`src/rtl/mem_port_arbiter.sv`:
```
// rtl/mem_port_arbiter.sv - single-port memory arbiter between fetch (IF) and load/store (MEM) stages
//
// Purpose:
//   Shares one single-ported unified memory between instruction fetch and
//   data access. At most one transaction is outstanding at a time. The
//   response is routed back to the stage that issued the request, and
//   per-stage stalls are produced for pipeline control. Data accesses win
//   ties. A starvation counter forces a fetch grant after STARVE_MAX
//   consecutive data grants that happened while fetch was waiting.
//
// Ports:
//   clk_i, rst_ni                 clock, asynchronous active-low reset
//   if_req_i, if_addr_i           fetch request (held until if_rvalid_o)
//   if_gnt_o, if_rvalid_o,
//   if_rdata_o                    fetch grant and response
//   dm_req_i, dm_we_i, dm_addr_i,
//   dm_wdata_i, dm_be_i           data request (held until dm_rvalid_o)
//   dm_gnt_o, dm_rvalid_o,
//   dm_rdata_o                    data grant and response/store ack
//   mem_req_o, mem_we_o,
//   mem_addr_o, mem_wdata_o,
//   mem_be_o                      request strobe and muxed request fields
//   mem_rvalid_i, mem_rdata_i     memory response, one per mem_req_o
//   stall_if_o, stall_mem_o       pipeline hold requests

module mem_port_arbiter #(
  parameter int DATA_W     = 32,
  parameter int ADDR_W     = 32,
  parameter int STARVE_MAX = 3
) (
  input  logic                clk_i,
  input  logic                rst_ni,

  input  logic                if_req_i,
  input  logic [ADDR_W-1:0]   if_addr_i,
  output logic                if_gnt_o,
  output logic                if_rvalid_o,
  output logic [DATA_W-1:0]   if_rdata_o,

  input  logic                dm_req_i,
  input  logic                dm_we_i,
  input  logic [ADDR_W-1:0]   dm_addr_i,
  input  logic [DATA_W-1:0]   dm_wdata_i,
  input  logic [DATA_W/8-1:0] dm_be_i,
  output logic                dm_gnt_o,
  output logic                dm_rvalid_o,
  output logic [DATA_W-1:0]   dm_rdata_o,

  output logic                mem_req_o,
  output logic                mem_we_o,
  output logic [ADDR_W-1:0]   mem_addr_o,
  output logic [DATA_W-1:0]   mem_wdata_o,
  output logic [DATA_W/8-1:0] mem_be_o,
  input  logic                mem_rvalid_i,
  input  logic [DATA_W-1:0]   mem_rdata_i,

  output logic                stall_if_o,
  output logic                stall_mem_o
);

  localparam int               CNT_W      = $clog2(STARVE_MAX + 1);
  localparam logic [CNT_W-1:0] STARVE_LIM = CNT_W'(STARVE_MAX);

  typedef enum logic [1:0] {
    IDLE    = 2'd0,
    BUSY_IF = 2'd1,
    BUSY_DM = 2'd2
  } state_e;

  state_e           state_q, state_d;
  logic [CNT_W-1:0] starve_q, starve_d;

  logic grant_ok;
  logic elig_if, elig_dm;
  logic gnt_if, gnt_dm;

  // ---------------------------------------------------------------------------
  // State register
  // ---------------------------------------------------------------------------
  always_ff @(posedge clk_i or negedge rst_ni) begin
    if (!rst_ni) begin
      state_q  <= IDLE;
      starve_q <= '0;
    end else begin
      state_q  <= state_d;
      starve_q <= starve_d;
    end
  end

  // ---------------------------------------------------------------------------
  // Arbitration
  // ---------------------------------------------------------------------------
  // A new request can issue from IDLE, or in the completion cycle of the
  // current transaction so back-to-back accesses lose no cycle. The owner of
  // the completing transaction is excluded: its req is still the old one.
  always_comb begin
    grant_ok = rst_ni && ((state_q == IDLE) || mem_rvalid_i);
    elig_if  = if_req_i && (state_q != BUSY_IF);
    elig_dm  = dm_req_i && (state_q != BUSY_DM);
    gnt_if   = 1'b0;
    gnt_dm   = 1'b0;
    if (grant_ok) begin
      if (elig_if && elig_dm) begin
        if (starve_q == STARVE_LIM) begin
          gnt_if = 1'b1;
        end else begin
          gnt_dm = 1'b1;
        end
      end else if (elig_if) begin
        gnt_if = 1'b1;
      end else if (elig_dm) begin
        gnt_dm = 1'b1;
      end
    end
  end

  // ---------------------------------------------------------------------------
  // Next-state logic
  // ---------------------------------------------------------------------------
  // A response arriving in IDLE (late reply to an aborted transaction) leaves
  // the state untouched.
  always_comb begin
    state_d  = state_q;
    starve_d = starve_q;
    if (gnt_if) begin
      state_d  = BUSY_IF;
      starve_d = '0;
    end else if (gnt_dm) begin
      state_d = BUSY_DM;
      if (if_req_i) begin
        starve_d = (starve_q == STARVE_LIM) ? starve_q : starve_q + 1'b1;
      end else begin
        starve_d = '0;
      end
    end else if ((state_q != IDLE) && mem_rvalid_i) begin
      state_d = IDLE;
    end
  end

  // ---------------------------------------------------------------------------
  // Outputs
  // ---------------------------------------------------------------------------
  // Everything is gated by rst_ni so the outputs read 0 the moment reset is
  // asserted, not only after the next clock edge.
  always_comb begin
    if_gnt_o    = gnt_if;
    dm_gnt_o    = gnt_dm;
    mem_req_o   = gnt_if | gnt_dm;
    mem_we_o    = 1'b0;
    mem_addr_o  = '0;
    mem_wdata_o = '0;
    mem_be_o    = '0;

    if (gnt_if) begin
      mem_addr_o = if_addr_i;
      mem_be_o   = '1;
    end else if (gnt_dm) begin
      mem_we_o    = dm_we_i;
      mem_addr_o  = dm_addr_i;
      mem_wdata_o = dm_wdata_i;
      mem_be_o    = dm_be_i;
    end

    if_rvalid_o = rst_ni && mem_rvalid_i && (state_q == BUSY_IF);
    dm_rvalid_o = rst_ni && mem_rvalid_i && (state_q == BUSY_DM);
    if_rdata_o  = rst_ni ? mem_rdata_i : '0;
    dm_rdata_o  = rst_ni ? mem_rdata_i : '0;

    stall_if_o  = rst_ni && if_req_i && !if_rvalid_o;
    stall_mem_o = rst_ni && dm_req_i && !dm_rvalid_o;
  end

endmodule

```
`config.mk`:
```
export PLATFORM = sky130hd
export DESIGN_NAME = mem_port_arbiter
export DESIGN_NICKNAME = d
export VERILOG_FILES = /design/src/rtl/mem_port_arbiter.sv
export SDC_FILE = /design/constraint.sdc
export NUM_CORES = 1
export LEC_CHECK = 0
export CAP_MARGIN = 5
export CORE_AREA = 3 3 107 109
export CTS_CLUSTER_SIZE = 14
export DETAILED_ROUTE_END_ITERATION = 10
export DIE_AREA = 0 0 110 112
export SLEW_MARGIN = 20
export SYNTH_ARGS = -nofsm -noshare
export SYNTH_HDL_FRONTEND = slang
export SYNTH_SLANG_ARGS = --single-unit
```
`constraint.sdc`:
```
create_clock -name clk_i -period 5.1 [get_ports clk_i]
set_input_delay 1.02 -clock clk_i [delete_from_list [all_inputs] [get_ports clk_i]]
set_output_delay 1.02 -clock clk_i [all_outputs]
set_load 0.03 [all_outputs]
```
==> flow_metrics.tcl <==
set metrics [dict create \
    status "finished, final reports clean" \
    die-area_sq_um 12300 \
    rrSetupSlack_ns 3.16 \
    hold_class "register to register" \
    antenna_found_initial 0 \
    drc 0 \
    grt_setup_unrepaired "false" \
    r2r_cells 6 \
    syn_inst 190 \
    cp_cell_sequence "clkdlybuf4s50_1, and2_1, a32oi_1, inv_1, o21a_1, clkdlybuf4s50_1" \
    initial_utilization 0.129 \
    via_count 2250 \
    vdd_drop_max_v 0.0000616 \
    area_growth_pct 190 \
    hold_buffers 0 \
    layout_common_cells "210 x clkdlybuf4s50_1, 67 x and2_1, 61 x buf_4, 33 x a22o_1, 9 x buf_12" \
    grt_pass1_wl_mm 11.3 \
    mostFrequentLayoutCell "clkdlybuf4s50_1" \
    grt_max_degree 68 \
    max_slew_margin 0.621 \
    grt_usage 0.115 \
    clock.fmax_mhz 238 \
    synth_cell_types 29 \
    setup_violations 0 \
    placed_area_sq_um 3970 \
    gr-total-overflow 0 \
    worstPathArrival_ns 3.18 \
    cap_violations 0 \
    async_reset_ff_frac 1.00 \
    ys.flop_type "dfrtp_1" \
    hold_end "starve_q[1]" \
    min_period_ns 4.20 \
    endpoint_kind "output pin" \
    fp.dieH_um 112 \
    yosys_warnings 0 \
    ys_seq_area_frac 0.0725 \
    cpPeakStageDelay_ns 0.66 \
    fin_crit_sh 0.824 \
    cts_sinks 4 \
    synth_edf_count 0 \
    cts.path.max_buffers 2 \
    timing.rr.end "state_q[0]" \
    critPathLaunchType "input port" \
    hold_viol 0 \
    ant_nets 0 \
    vias_per_cell 3.98 \
    pre_cts_ws_ns 0.875 \
    worstMarginPinSlew_ns 0.568 \
    syn_nets 329 \
    cts_tree "built" \
    path_max_fanout 17 \
    port_buffers 277 \
    syn_avg_cell_area_sq_um 7.27 \
    nNetsFinal 567 \
    ys_ff_latch 4 \
    core_area_sq_um 10700 \
    setup_tns_ns 0 \
    drtPass1Iterations 4 \
    path_common_cell "clkdlybuf4s50_1" \
    fp-row-count 38 \
    cts_resized 0 \
    cpMaxStageDelayCell "clkdlybuf4s50_1" \
    placed_cells 563 \
    critical_path_class "input port to output pin" \
    drtIter0Drc 47 \
    cts_setup_buffers 0 \
    wl_mm 7.81 \
    drv_slew 0 \
    die_w_um 110 \
    finalNonFillerCells 566 \
    syn_area_sq_um 1380 \
    htreeDepth 1 \
    hold_start "starve_q[1]" \
    clk_pin_slew_worst_paths_ns 0.03 \
    worstHoldPathCells 2 \
    antennaDiodeCount 0 \
    numCtsBuffers 3 \
    root_buffer "clkbuf_8" \
    dpl.hpwl_mm 7.01 \
    grt_pass1_vias 2312 \
    r2r-start "starve_q[0]" \
    io_pins 278 \
    avgRoutedWirePerCell_um 13.8 \
    drive_above_1_share 0.181 \
    clock_latency_ns 0.22 \
    final_cell_area_sq_um 4010 \
    clock_skew_ns 0.00129 \
    required_ns 4.08 \
    p_per_area_nw_per_um2 163 \
    globalplace.congestion 0.796 \
    p_leak_nw 1.70 \
    layout_setup_ws_ns 0.898 \
]
## state kept, by name, indices dropped and copies added, names as in the netlist
name,cells
state_q,2
starve_q,2
## synth_stat cells (2+ instances only)
| master | count | share of area |
|---|---|---|
| a22o_1 | 33 | 0.21 |
| a32oi_1 | 2 | 0.013 |
| and2_1 | 67 | 0.30 |
| buf_4 | 32 | 0.17 |
| buf_6 | 4 | 0.033 |
| clkbuf_1 | 8 | 0.022 |
| clkbuf_2 | 2 | 0.0072 |
| dfrtp_1 | 4 | 0.072 |
| inv_1 | 4 | 0.011 |
| nand2_1 | 7 | 0.019 |
| nor2_1 | 5 | 0.014 |
| o21a_1 | 3 | 0.016 |
| o31ai_1 | 2 | 0.011 |
| or2_2 | 2 | 0.0091 |
## logic make-up after synthesis
logic type	synth area share
AOI/OAI and AO/OA	0.284
buffers and inverters	0.250
DFF	0.0725
adders and majority gates	0.00906
and+or+nand+nor	0.384
## layout make-up
class | count | area, sq um
Fill cell | 1079 | 6690
Timing Repair Buffer | 280 | 2740
Multi-Input combinational cell | 135 | 938
Tap cell | 140 | 175
Sequential cell | 4 | 100
Clock buffer | 3 | 41.3
Inverter | 4 | 15.0
## how the worst max path moves through the flow
stage	startpoint	to	cells after the start
floorplan	rst_ni	stall_mem_o	4
global placement	rst_ni	mem_be_o[2]	6
detailed placement	rst_ni	mem_be_o[1]	6
CTS	rst_ni	mem_be_o[1]	6
global route	rst_ni	mem_be_o[2]	6
finish	rst_ni	mem_be_o[1]	6
## worst max-delay path: cells and delay by family
kind / cells / cell delay, ns
AND/OR/NAND/NOR: 1 / 0.29
buffers and inverters: 3 / 1.40
AO/OA/AOI/OAI: 2 / 0.47
## metal layers
layer  track usage  part of all wire  up-vias
li1              -                 -     1091
met1        0.0983              0.28      990
met2         0.250              0.59      163
met3        0.0255              0.12        6
met4        0.0283             0.011        0
met5             0                 0        -
## power breakdown
group | internal (mW) | switching (mW) | leakage (nW) | total [mW]
clock network | 0.0504 | 0.0176 | 0.0216 | 0.0680
logic | 0.267 | 0.269 | 1.62 | 0.536
registers | 0.0404 | 0.00958 | 0.0522 | 0.0500
## through the flow
| stage | utilization | power, mW | hold slack [ns] |
|---|---|---|---|
| final | 0.375 | 0.654 | 0.519 |
| after global routing | 0.375 | 0.693 | 0.560 |
| after CTS | 0.375 | 0.662 | 0.519 |
| after detailed placement | 0.371 | 0.593 | 0.512 |
| after global placement | 0.371 | 0.588 | 0.497 |
| after floorplan | - | 0.341 | 0.475 |
Note: power is estimated with default switching activity, not from simulation.
